$ cat config.mk
export PLATFORM = sky130hd
export DESIGN_NAME = chunked_addsub_seq
export DESIGN_NICKNAME = d
export VERILOG_FILES = /design/src/rtl/chunked_addsub_seq_pkg.sv /design/src/rtl/chunked_addsub_seq_chunk_addsub.sv /design/src/rtl/chunked_addsub_seq.sv
export SDC_FILE = /design/constraint.sdc
export NUM_CORES = 1
export LEC_CHECK = 0
export BUFFER_PORTS_ARGS = -buffer_cell sky130_fd_sc_hd__buf_2
export CORE_ASPECT_RATIO = 1.5
export CORE_MARGIN = 2
export CORE_UTILIZATION = 45
export CTS_BUF_LIST = sky130_fd_sc_hd__clkbuf_4 sky130_fd_sc_hd__clkbuf_8
export DETAILED_ROUTE_END_ITERATION = 10
export PLACE_DENSITY = 0.77
export REMOVE_ABC_BUFFERS = 1
export SLEW_MARGIN = 30
export SYNTH_ARGS = -nofsm -noshare
export SYNTH_HDL_FRONTEND = slang
export SYNTH_SLANG_ARGS = --single-unit
$ cat constraint.sdc
create_clock -name clk -period 4.99 [get_ports clk]
set_input_delay 0.2495 -clock clk [delete_from_list [all_inputs] [get_ports clk]]
set_output_delay 0.2495 -clock clk [all_outputs]
set_load 0.02 [all_outputs]
$ cat src/rtl/chunked_addsub_seq_pkg.sv
// Shared types and helpers for the chunked multi-cycle adder/subtractor.
`default_nettype none

package chunked_addsub_seq_pkg;

  typedef enum logic [1:0] {
    IDLE = 2'd0,
    RUN  = 2'd1,
    DONE = 2'd2
  } state_t;

  localparam logic OP_ADD = 1'b0;
  localparam logic OP_SUB = 1'b1;

  // Guards against a zero divisor so a bad CHUNK still reaches the parameter check.
  function automatic int ceil_div(input int num, input int den);
    if (den < 1) return 1;
    return (num + den - 1) / den;
  endfunction

endpackage

`default_nettype wire

$ cat src/rtl/chunked_addsub_seq_chunk_addsub.sv
// One W-bit slice of add (a+b+cin) or subtract (a-b-borrow), cout is carry or borrow.
`default_nettype none

module chunk_addsub
  import chunked_addsub_seq_pkg::*;
#(
  parameter int W = 8
) (
  input  logic [W-1:0] a,
  input  logic [W-1:0] b,
  input  logic         cin,
  input  logic         sub,
  output logic [W-1:0] s,
  output logic         cout
);

  logic [W:0] ext;

  always_comb begin
    ext = '0;
    if (sub == OP_SUB) begin
      ext = {1'b0, a} - {1'b0, b} - {{W{1'b0}}, cin};
    end else begin
      ext = {1'b0, a} + {1'b0, b} + {{W{1'b0}}, cin};
    end
    s    = ext[W-1:0];
    cout = ext[W];
  end

endmodule

`default_nettype wire

$ cat src/rtl/chunked_addsub_seq.sv
// Multi-cycle A +/- zero_ext(B), CHUNK bits per cycle with a registered carry/borrow.
`default_nettype none

module chunked_addsub_seq
  import chunked_addsub_seq_pkg::*;
#(
  parameter  int A_WIDTH    = 53,
  parameter  int B_WIDTH    = 4,
  parameter  int CHUNK      = 8,
  parameter  int EARLY_EXIT = 1,
  localparam int NCH        = ceil_div(A_WIDTH, CHUNK),
  localparam int CU_W       = $clog2(NCH) + 1
) (
  input  logic               clk,
  input  logic               rst,
  input  logic               in_valid,
  output logic               in_ready,
  input  logic [A_WIDTH-1:0] A,
  input  logic [B_WIDTH-1:0] B,
  input  logic               op_sub,
  output logic               out_valid,
  input  logic               out_ready,
  output logic [A_WIDTH:0]   Sum,
  output logic [CU_W-1:0]    chunks_used
);

  localparam int NB = ceil_div(B_WIDTH, CHUNK);
  localparam int PW = NCH * CHUNK;
  localparam int TW = A_WIDTH - (NCH - 1) * CHUNK;

  if (B_WIDTH > A_WIDTH || CHUNK < 1 || CHUNK > A_WIDTH) begin : g_param_check
    $error("chunked_addsub_seq: illegal A_WIDTH/B_WIDTH/CHUNK combination");
  end

  state_t              state_q;
  logic [A_WIDTH:0]    sum_q;
  logic [B_WIDTH-1:0]  b_q;
  logic                op_q;
  logic                carry_q;
  logic [CU_W-1:0]     idx_q;
  logic [CU_W-1:0]     cu_q;
  logic                in_ready_q;
  logic                out_valid_q;

  logic [PW-1:0]       a_pad;
  logic [PW-1:0]       b_pad;
  logic [PW-1:0]       res_pad;
  logic [31:0]         chunk_base;
  logic [CHUNK-1:0]    chunk_a;
  logic [CHUNK-1:0]    chunk_b;
  logic [CHUNK-1:0]    chunk_s;
  logic                chunk_cout;
  logic                carry_d;
  logic                last_d;
  logic [A_WIDTH-1:0]  sum_val_d;

  // Operands are zero-padded to NCH*CHUNK so every chunk, including the top one, has full width.
  always_comb begin
    a_pad                = '0;
    a_pad[A_WIDTH-1:0]   = sum_q[A_WIDTH-1:0];
    b_pad                = '0;
    b_pad[B_WIDTH-1:0]   = b_q;
    chunk_base           = 32'(idx_q) * 32'(CHUNK);
    chunk_a              = a_pad[chunk_base +: CHUNK];
    chunk_b              = b_pad[chunk_base +: CHUNK];
    res_pad              = a_pad;
    res_pad[chunk_base +: CHUNK] = chunk_s;
    sum_val_d            = res_pad[A_WIDTH-1:0];
  end

  chunk_addsub #(
    .W (CHUNK)
  ) u_chunk (
    .a    (chunk_a),
    .b    (chunk_b),
    .cin  (carry_q),
    .sub  (op_q),
    .s    (chunk_s),
    .cout (chunk_cout)
  );

  // In a partial top chunk the carry/borrow out of bit A_WIDTH-1 lands in the first padding bit.
  if (TW < CHUNK) begin : g_partial_top
    assign carry_d = (idx_q == CU_W'(NCH - 1)) ? chunk_s[TW] : chunk_cout;
  end else begin : g_full_top
    assign carry_d = chunk_cout;
  end

  assign last_d = (idx_q == CU_W'(NCH - 1)) ||
                  ((EARLY_EXIT != 0) && (idx_q >= CU_W'(NB - 1)) && !carry_d);

  always_ff @(posedge clk) begin
    if (rst) begin
      state_q     <= IDLE;
      sum_q       <= '0;
      b_q         <= '0;
      op_q        <= OP_ADD;
      carry_q     <= 1'b0;
      idx_q       <= '0;
      cu_q        <= '0;
      in_ready_q  <= 1'b1;
      out_valid_q <= 1'b0;
    end else begin
      case (state_q)
        IDLE: begin
          if (in_valid) begin
            sum_q      <= {1'b0, A};
            b_q        <= B;
            op_q       <= op_sub;
            idx_q      <= '0;
            carry_q    <= 1'b0;
            in_ready_q <= 1'b0;
            state_q    <= RUN;
          end
        end
        RUN: begin
          sum_q[A_WIDTH-1:0] <= sum_val_d;
          carry_q            <= carry_d;
          idx_q              <= idx_q + CU_W'(1);
          if (last_d) begin
            sum_q[A_WIDTH] <= carry_d;
            cu_q           <= idx_q + CU_W'(1);
            out_valid_q    <= 1'b1;
            state_q        <= DONE;
          end
        end
        DONE: begin
          if (out_ready) begin
            out_valid_q <= 1'b0;
            in_ready_q  <= 1'b1;
            state_q     <= IDLE;
          end
        end
        default: begin
          out_valid_q <= 1'b0;
          in_ready_q  <= 1'b1;
          state_q     <= IDLE;
        end
      endcase
    end
  end

  assign in_ready    = in_ready_q;
  assign out_valid   = out_valid_q;
  assign Sum         = sum_q;
  assign chunks_used = cu_q;

endmodule

`default_nettype wire

==> results_dict.tcl, run 1 <==
set metrics [dict create \
    vdd_drop_max_mv 0.180 \
    grt_antenna_before_repair 0 \
    p_per_area_nw_per_um2 318 \
    filler_cell_count 952 \
    rsz0062_at_grt "no" \
    maxSlewViolCount 0 \
    place.gp.congestion 0.974 \
    setup_violations 0 \
    final_antenna_net_count 0 \
    stdcell_count 810 \
    vias 5238 \
    grt_overflow 0 \
    crit_fanout 19 \
    finalPower_mw 1.76 \
    outcome "completed" \
    synth_edf_count 0 \
    tightest_slew_ns 0.964 \
    dr.pass1.iters 7 \
    die-area_um2 11100 \
    ios 122 \
    grt_pass1_vias 5034 \
    synth_warnings 0 \
    viasPerCell 6.47 \
    clkLatencyLatePin_ns 0.37 \
    final-hold-violation-count 0 \
    cp.arrival_ns 4.45 \
    timing.final.crit_share 0.843 \
    setup_tns_ns 0 \
    dp_slack_ns 0.861 \
    cts_setup_buffers 0 \
    numCtsBuffers 9 \
    dp_hpwl_um 12800 \
    synthToLayoutAreaGrowth_pct 19.6 \
    globalRouteTotalUtil 0.308 \
    drive_above_1_share 0.247 \
    final_cell_mix "121 x buf_2, 72 x dfxtp_1, 58 x nor2_1" \
    required_ns 5.24 \
    timing.final.ws_setup_ns 0.784 \
    nNetsFinal 768 \
    chipWidth_um 86.8 \
    cp-start-kind "flip-flop" \
    ys_ff_latch 72 \
    holdBufCountCts 0 \
    synth_cells 588 \
    grt_max_degree 58 \
    start_util 0.460 \
    slew_headroom 0.353 \
    layout_commonest_cell "buf_2" \
    cts_tree "done" \
    fmax_mhz 238 \
    port_buffers 121 \
    postSynthAreaPerCell_um2 7.88 \
    cap_violations 0 \
    clk_path_buf_depth 2 \
    synth-async-reset-ratio 0 \
    die_h_um 128 \
    root_buffer "clkbuf_8" \
    drt_wl_total_um 17100 \
    num_rows 45 \
    crit_type "reg -> reg" \
    cts.sinks 72 \
    antenna_cells 0 \
    post_cts_resized 0 \
    synth.distinct_cells 63 \
    dp.cells 794 \
    drt-wirelength-per-cell_um 21.1 \
    drc 0 \
    syn-cell-area_um2 4630 \
    fin_skew_ns 0.0137 \
    seq_area_frac_synth 0.311 \
    endpoint_kind "flip-flop" \
    initialDrtViolationCount 378 \
    path_clk_slew_ns 0.08 \
    finalCriticalPeriod_ns 4.21 \
    coreArea_um2 10100 \
    min_path_type "in -> reg" \
    synth-main-ff-cell "dfxtp_1" \
    grt_pass1_wl_um 26300 \
    leakage_nw 2.39 \
    cts_max_level 3 \
]
[metrics by stage]
step                utilization  instance area [um2]  hold slack (ns)
floorplan                     -                 4460            0.319
global placement          0.524                 5280            0.448
detailed placement        0.524                 5280            0.463
CTS                       0.549                 5530            0.110
global route              0.550                 5540            0.115
finish                    0.550                 5540            0.115
[state kept, by name (all words and copies together) (netlist names)]
register / flops
chunks_used: 4
out_valid: 1
carry_q: 1
op_q: 1
idx_q: 4
Sum: 54
state_q: 2
in_ready: 1
b_q: 4
[layer usage]
metal	share of wire	GRT usage
met2	0.50	0.527
met1	0.38	0.359
met5	0	0
met4	0.052	0.169
met3	0.071	0.0476
[worst paths after layout]
kind / endpoint / slack, ns / depth (start not counted) / from
worst max-delay path: Sum[31]$_SDFFE_PP0P_ / 0.78 / 12 / idx_q[1]$_SDFFE_PP0P_
worst min-delay path: Sum[14]$_SDFFE_PP0P_ / 0.11 / 3 / A[14]
worst max register to register: Sum[31]$_SDFFE_PP0P_ / 0.78 / 12 / idx_q[1]$_SDFFE_PP0P_
worst min register to register: chunks_used[1]$_SDFFE_PP0P_ / 0.47 / 2 / chunks_used[1]$_SDFFE_PP0P_
[report_power, final]
group	switching [mW]	internal (mW)
clock network	0.238	0.352
logic	0.321	0.171
registers	0.0541	0.623
total	0.613	1.15
[layout make-up]
cell class / instances / area, um2 / share of cell area
Timing Repair Buffer: 129 / 666 / 0.120
Clock buffer: 11 / 145 / 0.0262
Tap cell: 117 / 146 / 0.0264
Clock inverter: 5 / 104 / 0.0187
Sequential cell: 72 / 1440 / 0.260
Multi-Input combinational cell: 455 / 2960 / 0.534
Inverter: 21 / 78.8 / 0.0142
[cells in the mapped netlist, drive strengths merged, types with 3 or more instances]
cell type / n / area (um2)
dfxtp: 72 / 1440
nor2: 58 / 218
o21ai: 54 / 270
a21oi: 52 / 260
nand2: 52 / 195
clkbuf: 30 / 113
a211oi: 29 / 223
inv: 21 / 78.8
nand3: 16 / 80.1
nor3: 16 / 91.3
ha: 14 / 175
mux2i: 14 / 140
o211ai: 12 / 90.1
buf: 10 / 58.8
mux2: 9 / 109
a21o: 7 / 52.6
a31oi: 7 / 43.8
a32oi: 7 / 61.3
nor4: 7 / 50.1
a211o: 6 / 52.6
and3: 6 / 37.5
o22ai: 6 / 37.5
and2: 5 / 31.3
nand2b: 5 / 31.3
o311ai: 5 / 43.8
xnor2: 5 / 43.8
a22oi: 4 / 30.0
fa: 4 / 80.1
o31ai: 4 / 30.0
mux4: 3 / 67.6
nand3b: 3 / 22.5
nand4: 3 / 18.8
nor2b: 3 / 18.8
nor3b: 3 / 22.5
o211a: 3 / 30.0
o21a: 3 / 22.5
or2: 3 / 18.8
or3b: 3 / 26.3
[worst max-delay path, cell delays in order (launching register included)]
cell and delay, ns:
dfxtp_1 0.95, buf_4 0.33, nor2_1 0.10, a21oi_1 0.17, a211oi_1 0.15, fa_1 0.48
ha_1 0.22, o21a_1 0.16, o21ai_0 0.22, nand2_1 0.12, o32ai_2 0.74, nor4_1 0.14
a211o_1 0.29
[cell families (layout without fill, tap and decap cells)]
| group | count (synthesis) | in the layout | synth area share |
|---|---|---|---|
| compound gates | 214 | 214 | 0.300 |
| xor+xnor | 7 | 7 | 0.0132 |
| fa+ha+maj | 18 | 18 | 0.0551 |
| buf+inv | 61 | 166 | 0.0540 |
| flops | 72 | 72 | 0.311 |
| mux | 26 | 26 | 0.0683 |
| simple gates | 190 | 190 | 0.198 |
(Power assumes the default switching activity.)
==> inputs of run 2 (changes only) <==
clock period = 4.3 ns   (was 4.99 ns; I/O delays follow)
==> results_dict.tcl, run 2 (synthesis results as in run 1) <==
set metrics [dict create \
    outcome "completed" \
    place.gp.congestion 0.987 \
    dr.pass1.iters 5 \
    grt_overflow 0 \
    power.share.switching 0.367 \
    vdd_drop_max_mv 0.185 \
    seqCellArea_um2 1440 \
    globalRouteTotalUtil 0.300 \
    synthToLayoutAreaGrowth_pct 19.5 \
    crit_type "reg -> reg" \
    slew_headroom 0.344 \
    finalInstanceArea_um2 5540 \
    timing.final.ws_setup_ns 0.305 \
    r2r_end "Sum[14]$_SDFFE_PP0P_" \
    power.net_switching_mw 0.714 \
    crit_end "Sum[14]$_SDFFE_PP0P_" \
    dp_hpwl_um 12600 \
    fmax_mhz 250 \
    p_per_area_nw_per_um2 351 \
    cts_max_level 3 \
    tightest_slew_ns 0.978 \
    rr_startpoint "idx_q[1]$_SDFFE_PP0P_" \
    min_path_type "in -> reg" \
    final_cell_mix "121 x buf_2, 72 x dfxtp_1, 58 x nor2_1" \
    largest_reg_flops 54 \
    dp_slack_ns 0.393 \
    cts_setup_buffers 0 \
    grt_pass1_wl_um 26000 \
    post_cts_resized 0 \
    worstRegToRegCells 12 \
    clk_path_buf_depth 2 \
    p_comb_frac 0.300 \
    initialDrtViolationCount 556 \
    finalCriticalPeriod_ns 4.00 \
    timing.final.crit_share 0.929 \
    final-hold-violation-count 0 \
    port_buffers 121 \
    min_from "A[30]" \
    required_ns 4.52 \
    worstSetupStartpoint "idx_q[1]$_SDFFE_PP0P_" \
    cp.arrival_ns 4.22 \
    root_buffer "clkbuf_8" \
    drive_above_1_share 0.251 \
    rsz0062_at_grt "no" \
    die-area_um2 11100 \
    path_clk_slew_ns 0.08 \
    layout_commonest_cell "buf_2" \
    multi_input_comb_area_um2 2950 \
    ios 122 \
    setup_tns_ns 0 \
    cts.sinks 72 \
    cts_tree "done" \
    filler_cell_count 952 \
    clkPwrFrac 0.300 \
    endpoint_kind "flip-flop" \
    grt_pass1_vias 5000 \
    nNetsFinal 773 \
    setup_violations 0 \
    finalPower_mw 1.95 \
    vias 5221 \
    clkLatencyLatePin_ns 0.37 \
    holdBufCountCts 0 \
    grt_max_degree 55 \
    numCtsBuffers 9 \
    p_int_mw 1.23 \
    crit_fanout 11 \
    num_rows 45 \
    leakage_nw 2.39 \
    drt-wirelength-per-cell_um 20.8 \
    final_antenna_net_count 0 \
    dpl-instance-area_um2 5320 \
    drt_wl_total_um 17000 \
    coreArea_um2 10100 \
    grt_antenna_before_repair 0 \
    cp-start-kind "flip-flop" \
    start_util 0.460 \
    viasPerCell 6.41 \
    drc 0 \
    rrSetupSlack_ns 0.30 \
    die_h_um 128 \
    fin_skew_ns 0.0154 \
    chipWidth_um 86.8 \
    antenna_cells 0 \
    cap_violations 0 \
    seqPwrFrac 0.400 \
    maxSlewViolCount 0 \
]
[run 2: cell count changes in the layout (fill, tap and decap cells not counted)]
| cell | previous run | this run |
|---|---|---|
| buf_4 | 8 | 13 |
| clkinvlp_4 | 0 | 3 |
| bufinv_16 | 3 | 1 |
| nor3_1 | 14 | 15 |
| clkinv_2 | 1 | 0 |
| clkinv_4 | 1 | 0 |
| clkbuf_8 | 10 | 11 |
| nor3_2 | 1 | 0 |
[run 2: metrics by stage]
stage,std cells,utilization,hold slack [ns]
after floorplan,548,-,0.284
after global placement,799,0.528,0.441
after detailed placement,799,0.528,0.447
after CTS,815,0.549,0.0679
after global routing,815,0.549,0.0711
final,815,0.549,0.0761
[run 2: layout make-up]
cell class | instances | area share
repair buffers | 134 | 0.127
clock buffers | 12 | 0.0287
flip-flops and latches | 72 | 0.260
clock inverters | 4 | 0.00949
well taps | 117 | 0.0264
inverters | 21 | 0.0142
multi-input cells | 455 | 0.534
[run 2: worst min-delay path by stage]
stage,endpoint,slack (ns),cells past startpoint
floorplan,Sum[10]$_SDFFE_PP0P_,0.28,1
global placement,b_q[2]$_SDFFE_PP0P_,0.44,2
detailed placement,b_q[3]$_SDFFE_PP0P_,0.45,2
CTS,Sum[30]$_SDFFE_PP0P_,0.07,3
global route,Sum[30]$_SDFFE_PP0P_,0.07,3
finish,Sum[30]$_SDFFE_PP0P_,0.08,3
[run 2: power by group through the flow]
stage | registers, mW | logic (mW) | clock network, mW
CTS | 0.775 | 0.571 | 0.582
global placement | 0.790 | 0.557 | 0
global route | 0.782 | 0.625 | 0.620
floorplan | 0.842 | 0.293 | 0
finish | 0.778 | 0.583 | 0.584
detailed placement | 0.790 | 0.567 | 0
[run 2: routing by layer]
layer | global-route usage | wire length [um] | vias up
li1 | - | - | 2393
met1 | 0.343 | 6410 | 2496
met2 | 0.529 | 8750 | 272
met3 | 0.0534 | 1130 | 60
met4 | 0.147 | 670 | 0
met5 | 0 | 0 | -
[run 2: worst max-delay path, stage by stage (launching register included)]
cell and delay (ns):
dfxtp_1 0.66, mux4_2 0.31, nor2_1 0.04, a211oi_1 0.57, fa_1 0.35, inv_1 0.08
fa_1 0.38, nor2b_1 0.15, o21ai_0 0.15, and2_1 0.24, o31ai_1 0.26, xor2_1 0.48
o21ai_0 0.20
==> inputs of run 3 (changes only) <==
BUFFER_PORTS_ARGS = -buffer_cell sky130_fd_sc_hd__buf_4   (was -buffer_cell sky130_fd_sc_hd__buf_2)
SYNTH_HIERARCHICAL = 1   (was unset)
==> results_dict.tcl, run 3 <==
set metrics [dict create \
    holdBufCountCts 0 \
    grt_antenna_before_repair 0 \
    dr.pass1.iters 6 \
    min_path_type "in -> reg" \
    synth_top_area_frac 0.303 \
    post_cts_resized 0 \
    route.met2.wl_um 8170 \
    grt_pass1_vias 4925 \
    cts.sinks 72 \
    nNetsFinal 782 \
    crit_fanout 13 \
    vias 4969 \
    postSynthAreaPerCell_um2 8.21 \
    synth.distinct_cells 58 \
    root_buffer "clkbuf_8" \
    finalCriticalPeriod_ns 3.91 \
    p_per_area_nw_per_um2 401 \
    chipWidth_um 87.9 \
    coreArea_um2 10400 \
    synth_area_leader_cell "dfxtp_1" \
    cts_tree "done" \
    wl_met1_um 5850 \
    viasPerCell 5.94 \
    largest_reg_flops 54 \
    outcome "completed" \
    dr_wl_met3_um 998 \
    synth-async-reset-ratio 0 \
    tightest_slew_ns 0.975 \
    die_h_um 130 \
    rsz0062_at_grt "no" \
    synth.area.top_cells "dfxtp_1 30%, ha_1 7.1%, a21oi_1 6.4%" \
    syn-cell-area_um2 4750 \
    cap_violations 0 \
    final_cell_mix "131 x buf_4, 71 x dfxtp_1, 62 x nand2_1" \
    vdd_drop_max_mv 0.265 \
    endpoint_kind "flip-flop" \
    synth_warnings 6 \
    layout_commonest_cell "buf_4" \
    final_antenna_net_count 0 \
    timing.final.crit_share 0.910 \
    path_clk_slew_ns 0.08 \
    grt_overflow 0 \
    drive_above_1_share 0.250 \
    synth_edf_count 0 \
    antenna_cells 0 \
    start_util 0.456 \
    finalInstanceArea_um2 6010 \
    required_ns 4.57 \
    place.gp.congestion 0.913 \
    fin_skew_ns 0.00914 \
    setup_tns_ns 0 \
    leakage_nw 2.59 \
    die-area_um2 11400 \
    drt_wl_total_um 15700 \
    grt_max_degree 74 \
    clkLatencyLatePin_ns 0.36 \
    critPathBufInv 2 \
    num_rows 46 \
    critPathTopFamily "compound AO/OA/AOI/OAI gates" \
    highest_layer "met4" \
    crit_type "reg -> reg" \
    initialDrtViolationCount 422 \
    port_buffers 121 \
    drc 0 \
    setup_violations 0 \
    cp-start-kind "flip-flop" \
    dpl-instance-area_um2 5770 \
    clk_path_buf_depth 2 \
    slew_headroom 0.348 \
    dp.cells 822 \
    crit_chain "nor4_4, and2_1, inv_1, fa_1, inv_1, fa_1, a21oi_1, o41ai_1, xnor2_1, mux2i_1, o21ai_1, a221oi_2" \
    max_stage_delay_ns 0.63 \
    crit_slowest_cell "o41ai_1" \
    fmax_mhz 255 \
    finalPower_mw 2.41 \
    ys_top_cells_by_count "72 x dfxtp_1, 62 x nand2_1, 61 x a21oi_1, 56 x nor2_1, 39 x inv_1" \
    ios 122 \
    cts_setup_buffers 0 \
    stdcell_count 837 \
    dp_hpwl_um 11400 \
    seq_area_frac_synth 0.303 \
    synth-main-ff-cell "dfxtp_1" \
    globalRouteTotalUtil 0.276 \
    grt_pass1_wl_um 24500 \
    numCtsBuffers 9 \
    maxSlewViolCount 0 \
    synth_cells 579 \
    synthToLayoutAreaGrowth_pct 26.6 \
    drt-wirelength-per-cell_um 18.7 \
    ys_ff_latch 72 \
    final-hold-violation-count 0 \
    yosysMostFrequentCell "dfxtp_1" \
    cts_max_level 3 \
    finalHoldWorstSlack_ns 0.102 \
    cp.arrival_ns 4.18 \
]
## run 3: changes by cell type in the layout (fill, tap and decap cells not counted), sizes merged, moves of 8 or more
cell    delta
a211oi    -25
a21oi      +9
a221oi    +20
a311oi    +11
conb       +8
ha        +13
inv       +23
mux2       -8
nand2     +10
o211ai    -10
o21ai     -33
## run 3: area by class of cell
cell class	count	area [um2]
repair buffers	131	983
flip-flops and latches	72	1440
clock inverters	5	104
fillers	957	4400
inverters	42	158
clock buffers	10	138
multi-input cells	433	3010
well taps	144	180
## run 3: cell families after synthesis
group,after synthesis,share of synthesized area
buffers and inverters,81,0.0700
XOR/XNOR,14,0.0258
adder cells (fa/ha/maj),31,0.0879
multiplexers,28,0.0819
AO/OA/AOI/OAI,155,0.229
flip-flops,72,0.303
AND/OR/NAND/NOR,197,0.202
other,1,0.000789
## run 3: per-stage QoR
stage / util / worst slack (ns)
2_1_floorplan: - / 0.162
3_3_place_gp: 0.554 / 0.368
3_5_place_dp: 0.554 / 0.270
4_1_cts: 0.577 / 0.248
5_1_grt: 0.577 / 0.148
6_report: 0.577 / 0.386
## run 3: worst paths after layout
path / startpoint / to / slack (ns) / cells after the start
worst min register to register: b_q[3]$_SDFFE_PP0P_ / b_q[3]$_SDFFE_PP0P_ / 0.45 / 2
worst min-delay path: B[0] / b_q[0]$_SDFFE_PP0P_ / 0.10 / 3
worst max register to register: idx_q[3]$_SDFFE_PP0P_ / Sum[6]$_SDFFE_PP0P_ / 0.39 / 12
worst max-delay path: idx_q[3]$_SDFFE_PP0P_ / Sum[6]$_SDFFE_PP0P_ / 0.39 / 12
## run 3: tightest hold or removal path, stage by stage
cell and delay [ns]:
buf_4 0.11, nand2_1 0.05, a21oi_1 0.05
## run 3: power breakdown
group	internal, mW	leakage, nW	switching (mW)
Combinational	0.377	1.87	0.562
Clock	0.399	0.123	0.269
Sequential	0.735	0.593	0.0716
Total	1.51	2.59	0.902
## run 3: per-layer routing
layer,GRT usage,up-vias
met4,0.150,0
met1,0.320,2353
met5,0,-
met3,0.0462,58
li1,-,2312
met2,0.479,246
